==> src/rtl/leaf_stage_fifo_if.sv <==
// Valid/ready stream bundle between a producer, the leaf stage FIFO and the leaf consumer.
// Latency: none (wires only).
// Backpressure: carries in_ready/out_ready; the modports fix who drives which side.
interface leaf_stage_fifo_if #(
    parameter int DATA_W = 32,
    parameter int DEPTH  = 8
);
    localparam int CNT_W = $clog2(DEPTH) + 1;

    logic              in_valid;
    logic              in_ready;
    logic [DATA_W-1:0] in_data;
    logic              out_valid;
    logic              out_ready;
    logic [DATA_W-1:0] out_data;
    logic [CNT_W-1:0]  count;
    logic              almost_full;

    // Environment side: producer inputs, consumer ready, observes status.
    modport master (
        output in_valid, in_data, out_ready,
        input  in_ready, out_valid, out_data, count, almost_full
    );

    // The FIFO stage itself.
    modport slave (
        input  in_valid, in_data, out_ready,
        output in_ready, out_valid, out_data, count, almost_full
    );
endinterface

==> src/rtl/leaf_stage_fifo.sv <==
// Elastic first-word-fall-through buffer (DEPTH entries) in front of a leaf instance.
// Latency: 1 cycle in-to-out minimum, no same-cycle bypass.
// Backpressure: in_ready = not full from registered count; no path from out_ready. Optional stats: LEAF_FIFO_STATS_EN.
module leaf_stage_fifo #(
    parameter int DATA_W    = 32,
    parameter int DEPTH     = 8,
    parameter int AFULL_LVL = 6
) (
    input  logic               clk,
    input  logic               rst_n,
    input  logic               flush,
`ifdef LEAF_FIFO_STATS_EN
    output logic [15:0]        stat_push_cnt,
    output logic [15:0]        stat_full_cyc,
`endif
    leaf_stage_fifo_if.slave   bus
);
    localparam int PTR_W = $clog2(DEPTH);
    localparam int CNT_W = PTR_W + 1;
    localparam logic [CNT_W-1:0] DEPTH_C = CNT_W'(DEPTH);
    localparam logic [CNT_W-1:0] AFULL_C = CNT_W'(AFULL_LVL);

    logic [DATA_W-1:0] mem_q [DEPTH];
    logic [PTR_W-1:0]  wr_ptr_q, wr_ptr_d;
    logic [PTR_W-1:0]  rd_ptr_q, rd_ptr_d;
    logic [CNT_W-1:0]  count_q, count_d;
    logic [DATA_W-1:0] hold_q, hold_d;
    logic              push;
    logic              pop;
    logic              out_valid;

    assign out_valid       = (count_q != '0);
    assign bus.in_ready    = (count_q != DEPTH_C);
    assign bus.out_valid   = out_valid;
    assign bus.count       = count_q;
    assign bus.almost_full = (count_q >= AFULL_C);
    // When empty, show the last head word that was presented (0 after reset).
    assign bus.out_data    = out_valid ? mem_q[rd_ptr_q] : hold_q;

    assign push = bus.in_valid & bus.in_ready;
    assign pop  = out_valid & bus.out_ready;

    // Next-state for pointers, occupancy and the held output word; flush wins over push/pop.
    always_comb begin
        wr_ptr_d = wr_ptr_q;
        rd_ptr_d = rd_ptr_q;
        count_d  = count_q;
        hold_d   = out_valid ? mem_q[rd_ptr_q] : hold_q;
        if (flush) begin
            wr_ptr_d = '0;
            rd_ptr_d = '0;
            count_d  = '0;
        end else begin
            if (push) wr_ptr_d = wr_ptr_q + 1'b1;
            if (pop)  rd_ptr_d = rd_ptr_q + 1'b1;
            case ({push, pop})
                2'b10:   count_d = count_q + 1'b1;
                2'b01:   count_d = count_q - 1'b1;
                default: count_d = count_q;
            endcase
        end
    end

    // Control state register, cleared asynchronously.
    always_ff @(posedge clk or negedge rst_n) begin
        if (!rst_n) begin
            wr_ptr_q <= '0;
            rd_ptr_q <= '0;
            count_q  <= '0;
            hold_q   <= '0;
        end else begin
            wr_ptr_q <= wr_ptr_d;
            rd_ptr_q <= rd_ptr_d;
            count_q  <= count_d;
            hold_q   <= hold_d;
        end
    end

    // Storage array has no reset; a flushed cycle must not write.
    always_ff @(posedge clk) begin
        if (push && !flush) begin
            mem_q[wr_ptr_q] <= bus.in_data;
        end
    end

`ifdef LEAF_FIFO_STATS_EN
    logic [15:0] push_cnt_q, push_cnt_d;
    logic [15:0] full_cyc_q, full_cyc_d;

    assign stat_push_cnt = push_cnt_q;
    assign stat_full_cyc = full_cyc_q;

    // Saturating event counters, cleared by flush.
    always_comb begin
        push_cnt_d = push_cnt_q;
        full_cyc_d = full_cyc_q;
        if (flush) begin
            push_cnt_d = '0;
            full_cyc_d = '0;
        end else begin
            if (push && push_cnt_q != 16'hFFFF)               push_cnt_d = push_cnt_q + 1'b1;
            if (count_q == DEPTH_C && full_cyc_q != 16'hFFFF) full_cyc_d = full_cyc_q + 1'b1;
        end
    end

    // Statistics registers.
    always_ff @(posedge clk or negedge rst_n) begin
        if (!rst_n) begin
            push_cnt_q <= '0;
            full_cyc_q <= '0;
        end else begin
            push_cnt_q <= push_cnt_d;
            full_cyc_q <= full_cyc_d;
        end
    end
`endif
endmodule

==> src/flat_wrapper.sv <==
// flat-port wrapper written by rule: the top's interface ports become plain ports
module leaf_stage_fifo_flat 
#(
    parameter int DATA_W    = 32,
    parameter int DEPTH     = 8,
    parameter int AFULL_LVL = 6
)
  (clk, rst_n, flush, bus_in_valid, bus_in_data, bus_out_ready, bus_in_ready, bus_out_valid, bus_out_data, bus_count, bus_almost_full);
  leaf_stage_fifo_if #(.DATA_W(DATA_W), .DEPTH(DEPTH)) bus_i ();
  input  logic clk;
  input  logic rst_n;
  input  logic flush;
  input wire logic [$bits(bus_i.in_valid)-1:0] bus_in_valid;
  input wire logic [$bits(bus_i.in_data)-1:0] bus_in_data;
  input wire logic [$bits(bus_i.out_ready)-1:0] bus_out_ready;
  output wire logic [$bits(bus_i.in_ready)-1:0] bus_in_ready;
  output wire logic [$bits(bus_i.out_valid)-1:0] bus_out_valid;
  output wire logic [$bits(bus_i.out_data)-1:0] bus_out_data;
  output wire logic [$bits(bus_i.count)-1:0] bus_count;
  output wire logic [$bits(bus_i.almost_full)-1:0] bus_almost_full;
  assign bus_i.in_valid = bus_in_valid;
  assign bus_i.in_data = bus_in_data;
  assign bus_i.out_ready = bus_out_ready;
  assign bus_in_ready = bus_i.in_ready;
  assign bus_out_valid = bus_i.out_valid;
  assign bus_out_data = bus_i.out_data;
  assign bus_count = bus_i.count;
  assign bus_almost_full = bus_i.almost_full;
  leaf_stage_fifo #(.DATA_W(DATA_W), .DEPTH(DEPTH), .AFULL_LVL(AFULL_LVL)) u_core (.clk(clk), .rst_n(rst_n), .flush(flush), .bus(bus_i));
endmodule
==> config.mk <==
export PLATFORM = sky130hd
export DESIGN_NAME = leaf_stage_fifo_flat
export DESIGN_NICKNAME = d
export VERILOG_FILES = /design/src/rtl/leaf_stage_fifo_if.sv /design/src/rtl/leaf_stage_fifo.sv /design/src/flat_wrapper.sv
export SDC_FILE = /design/constraint.sdc
export NUM_CORES = 1
export LEC_CHECK = 0
export CAP_MARGIN = 20
export CORE_AREA = 3 3 199 201
export CTS_CLUSTER_SIZE = 10
export DETAILED_ROUTE_END_ITERATION = 6
export DIE_AREA = 0 0 202 204
export DONT_BUFFER_PORTS = 1
export MAX_ROUTING_LAYER = met4
export PLACE_DENSITY_LB_ADDON = 0.12
export SETUP_SLACK_MARGIN = 0.02
export SLEW_MARGIN = 10
export SYNTH_ARGS = -nofsm -noshare
export SYNTH_HDL_FRONTEND = slang
export SYNTH_SLANG_ARGS = --single-unit
==> constraint.sdc <==
create_clock -name clk -period 9.6 [get_ports clk]
set_clock_uncertainty 0.1 [all_clocks]
set_input_delay 0.48 -clock clk [delete_from_list [all_inputs] [get_ports clk]]
set_output_delay 0.48 -clock clk [all_outputs]
set_load 0.01 [all_outputs]
==> results.rst <==
.. list-table::
   :header-rows: 1

   * - Metric
     - Value
   * - Die Y
     - 204 µm
   * - Cell area after technology mapping
     - 11,400 µm²
   * - Post-Syn Instances
     - 546
   * - Setup_tns
     - 0 ps
   * - Mean routed wirelength per cell
     - 22.2 µm
   * - Number of I/O pins
     - 76
   * - Detailed-routed wire length on met2
     - 12,700 µm
   * - Post-route total power
     - 0.00373 W
   * - Internal cell power
     - 0.00259 W
   * - Post-CTS clock slew at the launch and capture registers of the worst setup and hold paths
     - 60 ps
   * - IO Port Bufs
     - 0
   * - Number of routed nets with antenna violations
     - 0
   * - Number of levels the H-tree was split into
     - 2
   * - Drt first-iter violations
     - 201
   * - Final routed wirelength across all metal layers
     - 25,400 µm
   * - Normalized max-slew margin
     - 0.268
   * - Slowest stage cell on the critical path
     - dfrtp_4
   * - Leftover overflow at the end of global routing
     - 0
   * - Highest fanout seen on the critical path
     - 39
   * - Nets
     - 644
   * - Multi-input logic area
     - 2540 µm²
   * - DRC violations left
     - 0
   * - Peak supply drop
     - 168 µV
   * - First-pass GRT wire length
     - 38,100 µm
   * - Worst Hold Class
     - input pin to flip-flop
   * - Met3 wire length
     - 971 µm
   * - Clk network pwr share
     - 0.325
   * - Clock tree from TritonCTS
     - built
   * - Reg power frac
     - 0.441
   * - Worst-path cell chain
     - buf_4 -> mux4_2 -> mux2i_1 -> a21oi_1
   * - Average vias per placed instance
     - 4.57
   * - Initial Utilization
     - 0.301
   * - Maximum number of pins on one net before global-route repair
     - 67
   * - Final period utilization
     - 0.396
   * - Actual slew at the worst max-slew pin
     - 1100 ps
   * - Switching Share
     - 0.305
   * - Fill cells
     - 3,497
   * - Die Width
     - 202 µm
   * - F_max
     - 0.263 GHz
   * - Number of antenna violations at the first check in global routing
     - 1
   * - Net switching power
     - 0.00113 W
   * - Sort of element at the start of the critical path
     - flip-flop
   * - Total global routing track utilization
     - 0.129
   * - Critical path required time
     - 9020 ps
   * - Uppermost layer routed
     - met4
   * - Clock buffers created by TritonCTS
     - 36
   * - Half-perimeter wire length after detailed placement
     - 13,200 µm
   * - Vias in the first global route
     - 5,709
   * - Final Critical Period
     - 3800 ps
   * - Yosys warning count
     - 0
   * - Count of flip-flops with a built-in enable after synthesis
     - 256
   * - Classification of the worst setup path
     - flip-flop to output port
   * - Die area
     - 41,200 µm²
   * - Synthesized area per cell
     - 20.8 µm²
   * - Cell at the root of the clock tree
     - clkbuf_16
   * - Worst-case clock buffer depth
     - 3
   * - Detailed Routing Iterations Pass 1
     - 4
   * - WP buf/inv
     - 1
   * - Synth Net Count
     - 587
   * - Fraction of power consumed by combinational cells
     - 0.233
   * - Number of register bits inferred by synthesis
     - 298
   * - Final setup violating endpoints
     - 0
   * - Flip-flop and latch area
     - 8750 µm²
   * - Reported max-cap violation count
     - 0
   * - Family with the most delay on the worst path
     - multiplexers
   * - Count of different cell masters after synthesis
     - 34
   * - Std-Cell Rows
     - 71
   * - Most used flip-flop cell after synthesis
     - edfxtp_1
   * - # clock sinks
     - 298
   * - Power per standard cell area
     - 278 nW/µm²
   * - Clock network latency to the later pin of the worst-skew pair
     - 510 ps
   * - Routability cong.
     - 0.662
   * - Share of post-route cells with drive strength above 1
     - 0.210
   * - Arrival time of data at the critical path endpoint
     - 3220 ps
   * - Core region area
     - 37,800 µm²
   * - Leakage power of the design
     - 4.20 nW
   * - Status
     - completed
   * - Vias
     - 5,226
   * - Number of pins exceeding their max-slew limit in the final report
     - 0
   * - Register area share after synthesis
     - 0.770
   * - RSZ-0062 raised after global routing
     - false
   * - Setup crit end kind
     - output port
   * - Area delta synth->final
     - 18.2%
   * - Post_cts resized
     - 0
   * - Max stage delay on crit path
     - 810 ps
   * - Final hold violation count
     - 0
   * - M1 wire length
     - 11,200 µm
   * - Share of synthesized registers carrying an async set or reset
     - 0.141
[cells in the mapped netlist, types with 3 or more instances]
| master | n | share of area |
|---|---|---|
| a21oi_1 | 33 | 0.015 |
| buf_1 | 5 | 0.0017 |
| buf_2 | 9 | 0.0040 |
| buf_4 | 5 | 0.0033 |
| clkbuf_1 | 7 | 0.0023 |
| dfrtp_1 | 42 | 0.093 |
| edfxtp_1 | 256 | 0.68 |
| ha_1 | 4 | 0.0044 |
| mux2i_1 | 35 | 0.031 |
| mux4_2 | 64 | 0.13 |
| nand2_1 | 4 | 0.0013 |
| nand3_1 | 3 | 0.0013 |
| nor2_1 | 50 | 0.017 |
| xor2_1 | 5 | 0.0039 |
[metrics by stage]
| step | std cells | hold slack, ps | setup WS, ps | instance area (µm²) | util |
|---|---|---|---|---|---|
| 6_report | 1143 | 125 | 5800 | 13400 | 0.356 |
| 5_1_grt | 1142 | 144 | 5480 | 13400 | 0.355 |
| 4_1_cts | 1141 | 87.7 | 5640 | 13400 | 0.355 |
| 3_5_place_dp | 1040 | 86.6 | 6210 | 12000 | 0.318 |
| 3_3_place_gp | 1040 | 86.2 | 6220 | 12000 | 0.318 |
| 2_1_floorplan | 546 | 84.4 | 5560 | 11400 | - |
[area by class of cell]
cell class / count / area share
multi-input cells: 221 / 0.189
repair buffers: 46 / 0.0337
diodes: 2 / 0.000373
well taps: 511 / 0.0476
clock inverters: 4 / 0.00196
flip-flops and latches: 298 / 0.652
clock buffers: 61 / 0.0757
[kinds of logic (layout without fill, tap and decap cells)]
| group | count (synthesis) | after routing | synth area share |
|---|---|---|---|
| buffers and inverters | 27 | 111 | 0.0122 |
| DFF | 298 | 298 | 0.770 |
| AOI/OAI and AO/OA | 41 | 41 | 0.0221 |
| adders and majority gates | 4 | 4 | 0.00441 |
| other | 0 | 2 | 0 |
| muxes | 101 | 101 | 0.160 |
| xor gates and xnor gates | 7 | 7 | 0.00540 |
| and+or+nand+nor | 68 | 68 | 0.0262 |
[metal layers]
layer  track usage  up-vias
met5             -        -
met4        0.0359        0
met3        0.0271       40
met2         0.210       80
met1         0.165     2780
li1              -     2326
[power groups by stage]
| stage | Clock (W) | Combinational, W | Sequential (W) |
|---|---|---|---|
| final | 0.00121 | 0.000869 | 0.00164 |
| after global routing | 0.00132 | 0.000967 | 0.00166 |
| after CTS | 0.00127 | 0.000908 | 0.00165 |
| after detailed placement | 0 | 0.000874 | 0.00168 |
| after global placement | 0 | 0.000866 | 0.00167 |
| after floorplan | 0 | 0.000753 | 0.00160 |
[final timing paths]
path,depth (start not counted),to,start,slack [ps]
hold reg to reg,2,u_core.hold_q[19],u_core.hold_q[19],490
min in group asynchronous,2,u_core.hold_q[12],rst_n,470
setup / recovery,4,bus_out_data[30],u_core.rd_ptr_q[0],5800
hold / removal,3,u_core.rd_ptr_q[2],bus_out_ready,130
max in group asynchronous,2,u_core.rd_ptr_q[1],rst_n,8670
setup reg to reg,5,u_core.mem_q[4][26],u_core.bus.count[1],6520
[repair_timing]
action | in CTS | in global routing
hold endpoints to repair | 307 | 0
setup buffers | 0 | 0
hold buffers | 36 | 0
[placed cells by master (no fill, tap or decap), types with 2 or more instances in the layout]
master,count
a21oi_1,33
clkbuf_1,24
nand2b_1,2
clkbuf_16,37
buf_4,10
nor2_1,44
ha_1,4
dfrtp_1,39
and3b_1,2
nor3_2,2
edfxtp_1,256
nand3_1,3
xor2_1,5
xnor2_1,2
diode_2,2
dfrtp_4,2
mux4_2,64
mux2i_1,35
inv_6,2
nor2_4,6
nand2_1,4
dlygate4sd3_1,35
[registers in the layout (all words and copies together) (netlist names)]
register	count
u_core.mem_q	256
u_core.hold_q	32
u_core.bus.count	4
u_core.rd_ptr_q	3
u_core.wr_ptr_q	3
[worst reg2reg max path: stages (launching register included)]
cell	delay, ps
dfrtp_1	610
or4b_1	350
nand2_1	160
or3_1	490
nor2_4	540
buf_4	480
Power figures use the tool's default switching activity.
